**src/rtl/cache_mem_pkg.sv**
```systemverilog
// Shared definitions for the cache refill path: geometry, responder FSM states
// and the deterministic line-data pattern used by both memory model and bench.
package cache_mem_pkg;

    localparam int ADDR_WIDTH   = 11;
    localparam int LINE_BYTES   = 16;
    localparam int OFFSET_WIDTH = 4;

    typedef enum logic [1:0] {
        IDLE,
        WAIT,
        BURST
    } state_t;

    // Byte stored at address a: low byte with the top address bits folded in.
    function automatic logic [7:0] pattern(input logic [ADDR_WIDTH-1:0] a);
        return a[7:0] ^ {a[10:8], 5'b0};
    endfunction

endpackage

```
**src/rtl/mem_refill_responder.sv**
```systemverilog
// Main-memory side of the line-refill port: one request at a time, fixed
// access latency, then a byte-per-beat burst under valid/ready flow control.
module mem_refill_responder
    import cache_mem_pkg::*;
#(
    parameter int ADDR_WIDTH = cache_mem_pkg::ADDR_WIDTH,
    parameter int LINE_BYTES = cache_mem_pkg::LINE_BYTES,
    parameter int DATA_WIDTH = 8,
    parameter int LATENCY    = 4
) (
    input  logic                          clk,
    input  logic                          rst,
    input  logic                          req_valid,
    output logic                          req_ready,
    input  logic [ADDR_WIDTH-1:0]         req_addr,
    output logic                          rsp_valid,
    input  logic                          rsp_ready,
    output logic [DATA_WIDTH-1:0]         rsp_data,
    output logic [$clog2(LINE_BYTES)-1:0] rsp_offset,
    output logic                          rsp_last,
    output logic                          busy,
    output logic [15:0]                   req_count
);

    localparam int                 OFF_W     = $clog2(LINE_BYTES);
    localparam int                 LINE_W    = ADDR_WIDTH - OFF_W;
    localparam logic [OFF_W-1:0]   LAST_BEAT = OFF_W'(LINE_BYTES - 1);
    localparam logic [7:0]         LAT_INIT  = 8'(LATENCY);

    state_t                  r_state;
    logic [LINE_W-1:0]       r_line;
    logic [7:0]              r_lat_cnt;
    logic [OFF_W-1:0]        r_beat;
    logic                    r_req_ready;
    logic                    r_rsp_valid;
    logic [DATA_WIDTH-1:0]   r_rsp_data;
    logic [OFF_W-1:0]        r_rsp_offset;
    logic                    r_rsp_last;
    logic                    r_busy;
    logic [15:0]             r_req_count;

    logic [LINE_W-1:0]       w_req_line;
    logic [OFF_W-1:0]        w_next_beat;
    logic [DATA_WIDTH-1:0]   w_req_first_data;
    logic [DATA_WIDTH-1:0]   w_line_first_data;
    logic [DATA_WIDTH-1:0]   w_next_data;
    logic [15:0]             w_count_inc;
    logic                    w_unused_offset;

    // The request's offset bits select nothing: a refill always starts at byte 0.
    assign w_unused_offset   = ^req_addr[OFF_W-1:0];
    assign w_req_line        = req_addr[ADDR_WIDTH-1:OFF_W];
    assign w_next_beat       = r_beat + OFF_W'(1);
    assign w_req_first_data  = DATA_WIDTH'(pattern({w_req_line, {OFF_W{1'b0}}}));
    assign w_line_first_data = DATA_WIDTH'(pattern({r_line, {OFF_W{1'b0}}}));
    assign w_next_data       = DATA_WIDTH'(pattern({r_line, w_next_beat}));
    assign w_count_inc       = (r_req_count == 16'hFFFF) ? r_req_count : r_req_count + 16'd1;

    // NOTE: reset is synchronous, so it lives inside the clocked branch; every
    // state register uses <= so all updates see the pre-edge values.
    always_ff @(posedge clk) begin
        if (rst) begin
            r_state      <= IDLE;
            r_line       <= '0;
            r_lat_cnt    <= '0;
            r_beat       <= '0;
            r_req_ready  <= 1'b1;
            r_rsp_valid  <= 1'b0;
            r_rsp_data   <= '0;
            r_rsp_offset <= '0;
            r_rsp_last   <= 1'b0;
            r_busy       <= 1'b0;
            r_req_count  <= '0;
        end else begin
            case (r_state)
                IDLE: begin
                    if (req_valid) begin
                        r_line      <= w_req_line;
                        r_lat_cnt   <= LAT_INIT;
                        r_beat      <= '0;
                        r_req_count <= w_count_inc;
                        r_req_ready <= 1'b0;
                        r_busy      <= 1'b1;
                        if (LATENCY == 0) begin
                            r_state      <= BURST;
                            r_rsp_valid  <= 1'b1;
                            r_rsp_data   <= w_req_first_data;
                            r_rsp_offset <= '0;
                            r_rsp_last   <= (LAST_BEAT == '0);
                        end else begin
                            r_state <= WAIT;
                        end
                    end
                end

                WAIT: begin
                    r_lat_cnt <= r_lat_cnt - 8'd1;
                    // Outputs are registered, so the first beat is loaded one
                    // cycle before the counter would reach zero.
                    if (r_lat_cnt == 8'd1) begin
                        r_state      <= BURST;
                        r_beat       <= '0;
                        r_rsp_valid  <= 1'b1;
                        r_rsp_data   <= w_line_first_data;
                        r_rsp_offset <= '0;
                        r_rsp_last   <= (LAST_BEAT == '0);
                    end
                end

                BURST: begin
                    if (rsp_ready) begin
                        if (r_beat == LAST_BEAT) begin
                            r_state      <= IDLE;
                            r_beat       <= '0;
                            r_req_ready  <= 1'b1;
                            r_rsp_valid  <= 1'b0;
                            r_rsp_data   <= '0;
                            r_rsp_offset <= '0;
                            r_rsp_last   <= 1'b0;
                            r_busy       <= 1'b0;
                        end else begin
                            r_beat       <= w_next_beat;
                            r_rsp_data   <= w_next_data;
                            r_rsp_offset <= w_next_beat;
                            r_rsp_last   <= (w_next_beat == LAST_BEAT);
                        end
                    end
                end

                default: begin
                    r_state     <= IDLE;
                    r_req_ready <= 1'b1;
                    r_rsp_valid <= 1'b0;
                    r_busy      <= 1'b0;
                end
            endcase
        end
    end

    assign req_ready  = r_req_ready;
    assign rsp_valid  = r_rsp_valid;
    assign rsp_data   = r_rsp_data;
    assign rsp_offset = r_rsp_offset;
    assign rsp_last   = r_rsp_last;
    assign busy       = r_busy;
    assign req_count  = r_req_count;

endmodule
```
**config.mk**
```make
export PLATFORM = sky130hd
export DESIGN_NAME = mem_refill_responder
export DESIGN_NICKNAME = d
export VERILOG_FILES = /design/src/rtl/cache_mem_pkg.sv /design/src/rtl/mem_refill_responder.sv
export SDC_FILE = /design/constraint.sdc
export NUM_CORES = 1
export LEC_CHECK = 0
export CAP_MARGIN = 10
export CORE_MARGIN = 8
export CORE_UTILIZATION = 51
export DETAILED_ROUTE_END_ITERATION = 16
export PLACE_DENSITY = 0.78
export SYNTH_ARGS = -nofsm -noshare
export SYNTH_HDL_FRONTEND = slang
export SYNTH_SLANG_ARGS = --single-unit
```
**constraint.sdc**
```tcl
create_clock -name clk -period 2.7 [get_ports clk]
set_input_delay 0.405 -clock clk [delete_from_list [all_inputs] [get_ports clk]]
set_output_delay 0.405 -clock clk [all_outputs]
set_load 0.02 [all_outputs]
```
==> impl_metrics.env, run 1 <==
export IMPL_synth_ff_type="dfxtp_1"
export IMPL_vias=2057
export IMPL_routed_wl_mm=5.131
export IMPL_period_share_pct=87.54
export IMPL_relSlewSlack_pct=56.93
export IMPL_grt_max_degree=47
export IMPL_pwr_share_comb_pct=12.0
export IMPL_layout_commonest_cell="dfxtp_1"
export IMPL_grt_usage_pct=14.94
export IMPL_vdd_drop_max_mv=0.4184
export IMPL_tns_ps=0
export IMPL_clock_sinks=49
export IMPL_die_width_um=82.93
export IMPL_cp_end_kind="flop"
export IMPL_dr_pass1_iters=5
export IMPL_hold_violations=0
export IMPL_clk_latency_ps=310
export IMPL_rsz0062_at_grt="false"
export IMPL_grt_overflow_total=0
export IMPL_critPathMaxStageDelay_ps=600
export IMPL_clock_power_share_pct=35.1
export IMPL_power_mw=1.452
export IMPL_arrival_ps=2600
export IMPL_crit_family="simple AND/OR/NAND/NOR gates"
export IMPL_cts_resized=0
export IMPL_swShare_pct=24.39
export IMPL_slowest_stage="or4_1"
export IMPL_finalSetupViolations=0
export IMPL_die_area_mm2=0.006877
export IMPL_io_pins=47
export IMPL_diodes=0
export IMPL_fillers=373
export IMPL_finalNetCount=327
export IMPL_seqPwrFrac_pct=52.9
export IMPL_synth_cells=268
export IMPL_tightestPinTransition_ps=644.6
export IMPL_areaGrowthSynthToFinish_pct=24.59
export IMPL_synth_edf_count=0
export IMPL_synth_nets=288
export IMPL_crit_fanout=8
export IMPL_htreeDepth=2
export IMPL_die_h_um=82.93
export IMPL_ctsLongestPathBuffers=2
export IMPL_hp_class="flop to flop"
export IMPL_crit_chain="clkdlybuf4s50_1, or3b_1, or4_1, or4b_1, a21oi_1"
export IMPL_cts_root_buffer="clkbuf_8"
export IMPL_viasPerCell=5.730
export IMPL_dp_hpwl_mm=3.618
export IMPL_row_count=24
export IMPL_port_buffers=42
export IMPL_cts_tree="yes"
export IMPL_antenna_found_initial=0
export IMPL_grt_pass1_wl_mm=8.825
export IMPL_gp_congestion=0.8255
export IMPL_critPathBufInv=1
export IMPL_syn_area_mm2=0.002285
export IMPL_skew_ps=6.227
export IMPL_synthArstFlopShare_pct=0
export IMPL_start_util_pct=52.84
export IMPL_max_freq_mhz=423.1
export IMPL_avgSynthCellArea_um2=8.525
export IMPL_grt_pass1_vias=1882
export IMPL_drt_iter0_drc=128
export IMPL_power_switching_mw=0.3543
export IMPL_power_density_mw_per_mm2=510.2
export IMPL_clk_pin_slew_worst_paths_ps=80
export IMPL_drv_cap=0
export IMPL_drive_gt1_share_pct=7.492
export IMPL_yosysSeqAreaShare_pct=42.94
export IMPL_post_cts_buffers=0
export IMPL_p_leak_nw=0.9986
export IMPL_routedWlPerCell_um=14.29
export IMPL_core_mm2=0.004324
export IMPL_yosysWarnings=0
export IMPL_required_ps=2940
export IMPL_antenna_left=0
export IMPL_cts_buffers=5
export IMPL_status="completed"
export IMPL_maxSlewViolCount=0
export IMPL_crit_type="input port to flop"
export IMPL_layout_common_cells="dfxtp_1 (49), clkdlybuf4s50_1 (42), nand2_1 (31)"
export IMPL_drcViolationCount=0
export IMPL_ys_types=43
export IMPL_start_kind="input port"
export IMPL_finalCriticalPeriod_ps=2363
export IMPL_p_int_mw=1.098
export IMPL_synth_seq_cells=49
export IMPL_cts_hold_fix_buffers=0
## cells in the mapped netlist (3+ instances only)
cell type,count,area [um2]
dfxtp_1,49,980.9
a21o_1,4,30.03
nor2b_1,6,37.54
inv_1,9,33.78
nand3_1,5,25.02
a21oi_1,28,140.1
mux2_2,6,67.56
nand4_1,7,43.79
or3_1,10,62.56
ha_1,5,62.56
o31ai_1,6,45.04
clkbuf_1,12,45.04
nor2_1,16,60.06
o21ai_0,15,75.07
or4_1,4,30.03
nand2_1,31,116.4
buf_4,4,30.03
nor3_1,5,25.02
xnor2_1,4,35.03
nor3b_1,3,22.52
nand3b_1,8,60.06
## cells by family after synthesis
logic type,Yosys count,synth area share (%)
AND/OR/NAND/NOR,109,26.07
AO/OA/AOI/OAI,69,18.78
flip-flops,49,42.94
buffers and inverters,26,4.983
multiplexers,6,2.957
adder cells (fa/ha/maj),5,2.738
XOR/XNOR,4,1.533
## sequential cells by signal (all words and copies together) (netlist names)
register   count
req_count     16
r_lat_cnt      8
rsp_data       8
r_line         7
r_beat         4
r_state        2
busy           1
req_ready      1
rsp_last       1
rsp_valid      1
## per-layer routing
metal	up-vias	share of wire [%]	track usage, %
li1	1049	-	-
met1	955	46	17.63
met2	45	47	24.26
met3	8	5.3	4.102
met4	0	2.0	7.348
met5	-	0	0
## path summary, 6_finish.rpt
check | from | end | slack (ps) | cells after the start
worst max-delay path | req_valid | req_count[15]$_SDFFE_PP0P_ | 340 | 5
worst min-delay path | r_line[0]$_SDFFE_PP0P_ | r_line[0]$_SDFFE_PP0P_ | 460 | 2
worst max register to register | r_lat_cnt[1]$_SDFFE_PP0P_ | r_beat[0]$_SDFFE_PP0P_ | 590 | 6
worst min register to register | r_line[0]$_SDFFE_PP0P_ | r_line[0]$_SDFFE_PP0P_ | 460 | 2
## worst reg2reg max path, stage by stage (launching register included)
cell     delay, ps
dfxtp_1        340
inv_1          100
ha_1           150
or3b_2         460
o32a_1         310
or4b_1         510
a21bo_1        200
## cell type report
cell class / instances / area (um2) / area share (%)
multi-input cells: 193 / 1190 / 41.80
clock buffers: 5 / 68.82 / 2.418
inverters: 9 / 33.78 / 1.187
flip-flops and latches: 49 / 980.9 / 34.46
clock inverters: 2 / 35.03 / 1.231
well taps: 52 / 65.06 / 2.286
repair buffers: 49 / 473.0 / 16.62
## power by group through the flow
stage	registers, mW	logic, mW	clock network (mW)
after global placement	0.784	0.171	0
after detailed placement	0.785	0.174	0
after global routing	0.772	0.194	0.541
final	0.768	0.174	0.510
after CTS	0.768	0.176	0.522
after floorplan	0.789	0.108	0
## per-stage QoR
stage          setup slack (ps)  cell area (um2)  hold slack [ps]  instances  utilization [%]
2_1_floorplan             652.9             2285            436.3        268                -
5_1_grt                   257.4             2846            484.0        359            65.83
3_3_place_gp              33.95             2743            443.4        352            63.43
6_report                  336.5             2846            459.9        359            65.83
3_5_place_dp              38.05             2743            451.1        352            63.43
4_1_cts                   343.6             2846            463.2        359            65.83
No activity file was read; power rests on OpenSTA's default activity.
==> run 2, diff against run 1 <==
--- a/config.mk
+++ b/config.mk
@@ -6,8 +6,9 @@
 export NUM_CORES = 1
 export LEC_CHECK = 0
 export CAP_MARGIN = 10
-export CORE_MARGIN = 8
+export CORE_MARGIN = 2
 export CORE_UTILIZATION = 51
+export CTS_CLUSTER_SIZE = 25
 export DETAILED_ROUTE_END_ITERATION = 16
 export PLACE_DENSITY = 0.78
 export SYNTH_ARGS = -nofsm -noshare
==> run 2 against run 1 <==
  * Sequential power about the same
  * Clock-buffer cell count unchanged
  * Critical path depth unchanged
  * First-iteration DRC count grew 29%
  * Sequential share of layout area decreased by 0.23 points
  * Fmax is 1.0% lower
  * Largest power group unchanged
  * Highest routed layer unchanged
==> impl_metrics.env, run 2 (synthesis gave the netlist of run 1 again) <==
export IMPL_critPathMaxStageDelay_ps=600
export IMPL_reg2reg_slack_ps=560
export IMPL_gp_congestion=0.8656
export IMPL_drv_cap=0
export IMPL_power_density_mw_per_mm2=513.5
export IMPL_stdcell_count=361
export IMPL_start_util_pct=52.84
export IMPL_tightestPinTransition_ps=673.2
export IMPL_dr_pass1_iters=5
export IMPL_skew_ps=5.483
export IMPL_htreeDepth=2
export IMPL_core_mm2=0.004324
export IMPL_tns_ps=0
export IMPL_grt_usage_pct=20.55
export IMPL_clk_pin_slew_worst_paths_ps=90
export IMPL_dp_cells=353
export IMPL_status="completed"
export IMPL_hp_class="flop to flop"
export IMPL_path_common_cell="or4_1"
export IMPL_min_to="rsp_data[4]$_SDFFE_PP0P_"
export IMPL_rsz0062_at_grt="false"
export IMPL_largest_register_ffs=16
export IMPL_clk_latency_ps=300
export IMPL_clock_sinks=49
export IMPL_finalNetCount=328
export IMPL_layout_commonest_cell="dfxtp_1"
export IMPL_die_area_mm2=0.005031
export IMPL_viasPerCell=5.720
export IMPL_reg2reg_to="r_beat[0]$_SDFFE_PP0P_"
export IMPL_die_h_um=70.93
export IMPL_io_pins=47
export IMPL_slowest_stage="or4_1"
export IMPL_areaGrowthSynthToFinish_pct=25.41
export IMPL_cts_tree="yes"
export IMPL_max_freq_mhz=418.9
export IMPL_crit_fanout=7
export IMPL_post_cts_buffers=0
export IMPL_crit_family="simple AND/OR/NAND/NOR gates"
export IMPL_routed_wl_mm=4.998
export IMPL_layout_common_cells="dfxtp_1 (49), clkdlybuf4s50_1 (42), nand2_1 (31)"
export IMPL_crit_type="input port to flop"
export IMPL_routedWlPerCell_um=13.84
export IMPL_vias=2065
export IMPL_drive_gt1_share_pct=8.091
export IMPL_cts_resized=0
export IMPL_drcViolationCount=0
export IMPL_grt_max_degree=47
export IMPL_arrival_ps=2620
export IMPL_vdd_drop_max_mv=0.3994
export IMPL_cp_end_kind="flop"
export IMPL_power_mw=1.471
export IMPL_diodes=0
export IMPL_critPathBufInv=1
export IMPL_port_buffers=42
export IMPL_finalCriticalPeriod_ps=2387
export IMPL_finalSetupViolations=0
export IMPL_antenna_left=0
export IMPL_maxSlewViolCount=0
export IMPL_timing_rr_start="r_lat_cnt[1]$_SDFFE_PP0P_"
export IMPL_row_count=24
export IMPL_start_kind="input port"
export IMPL_grt_pass1_vias=1883
export IMPL_grt_overflow_total=0
export IMPL_cts_hold_fix_buffers=0
export IMPL_drt_iter0_drc=165
export IMPL_hold_violations=0
export IMPL_r2r_cells=6
export IMPL_required_ps=2930
export IMPL_die_width_um=70.93
export IMPL_cts_root_buffer="clkbuf_8"
export IMPL_final_util_pct=66.26
export IMPL_crit_chain="clkdlybuf4s50_1, or3b_1, or4_1, or4_1, a21oi_1"
export IMPL_cts_buffers=5
export IMPL_relSlewSlack_pct=54.77
export IMPL_dp_hpwl_mm=3.382
export IMPL_antenna_found_initial=0
export IMPL_ctsLongestPathBuffers=2
export IMPL_grt_pass1_wl_mm=8.473
export IMPL_hold_depth=2
export IMPL_hp_start="r_line[0]$_SDFFE_PP0P_"
export IMPL_period_share_pct=88.42
export IMPL_p_leak_nw=1.003
[run 2: cell type report]
type                            instances  area [um2]
Fill cell                             355        1459
Inverter                                9       33.78
Clock buffer                            5       68.82
Tap cell                               52       65.06
Sequential cell                        49       980.9
Clock inverter                          3       46.29
Multi-Input combinational cell        193        1190
Timing Repair Buffer                   50       480.5
[run 2: metal layers]
layer	vias to the layer above	GRT usage (%)	share of wire, %
li1	1045	-	-
met1	976	28.76	49
met2	39	32.29	47
met3	5	4.416	3.3
met4	0	5.660	0.86
met5	-	0	0
[run 2: stage by stage]
stage               worst slack [ps]  instance area, um2  hold slack (ps)
floorplan                      652.9                2285            436.3
global placement               53.09                2750            444.0
detailed placement             23.22                2750            447.0
CTS                            337.7                2865            460.6
global route                   241.8                2865            488.6
finish                         312.6                2865            454.3
[run 2: report_power, final]
part,switching [mW],internal (mW),total (mW)
sequential,0.0208,0.748,0.769
clock,0.250,0.277,0.527
combinational,0.0946,0.0805,0.175
[run 2: tightest hold or removal path, stage by stage (launching register included)]
cell and delay (ps):
dfxtp_1 320, inv_1 40, o31ai_1 60
[run 2: worst max-delay path by stage]
stage,slack [ps],end,startpoint,cells past startpoint
after floorplan,650,req_count[13]$_SDFFE_PP0P_,req_valid,5
after global placement,50,req_count[13]$_SDFFE_PP0P_,req_valid,5
after detailed placement,20,req_count[15]$_SDFFE_PP0P_,req_valid,5
after CTS,340,req_count[11]$_SDFFE_PP0P_,req_valid,5
after global routing,240,req_count[15]$_SDFFE_PP0P_,req_valid,5
final,310,req_count[13]$_SDFFE_PP0P_,req_valid,5
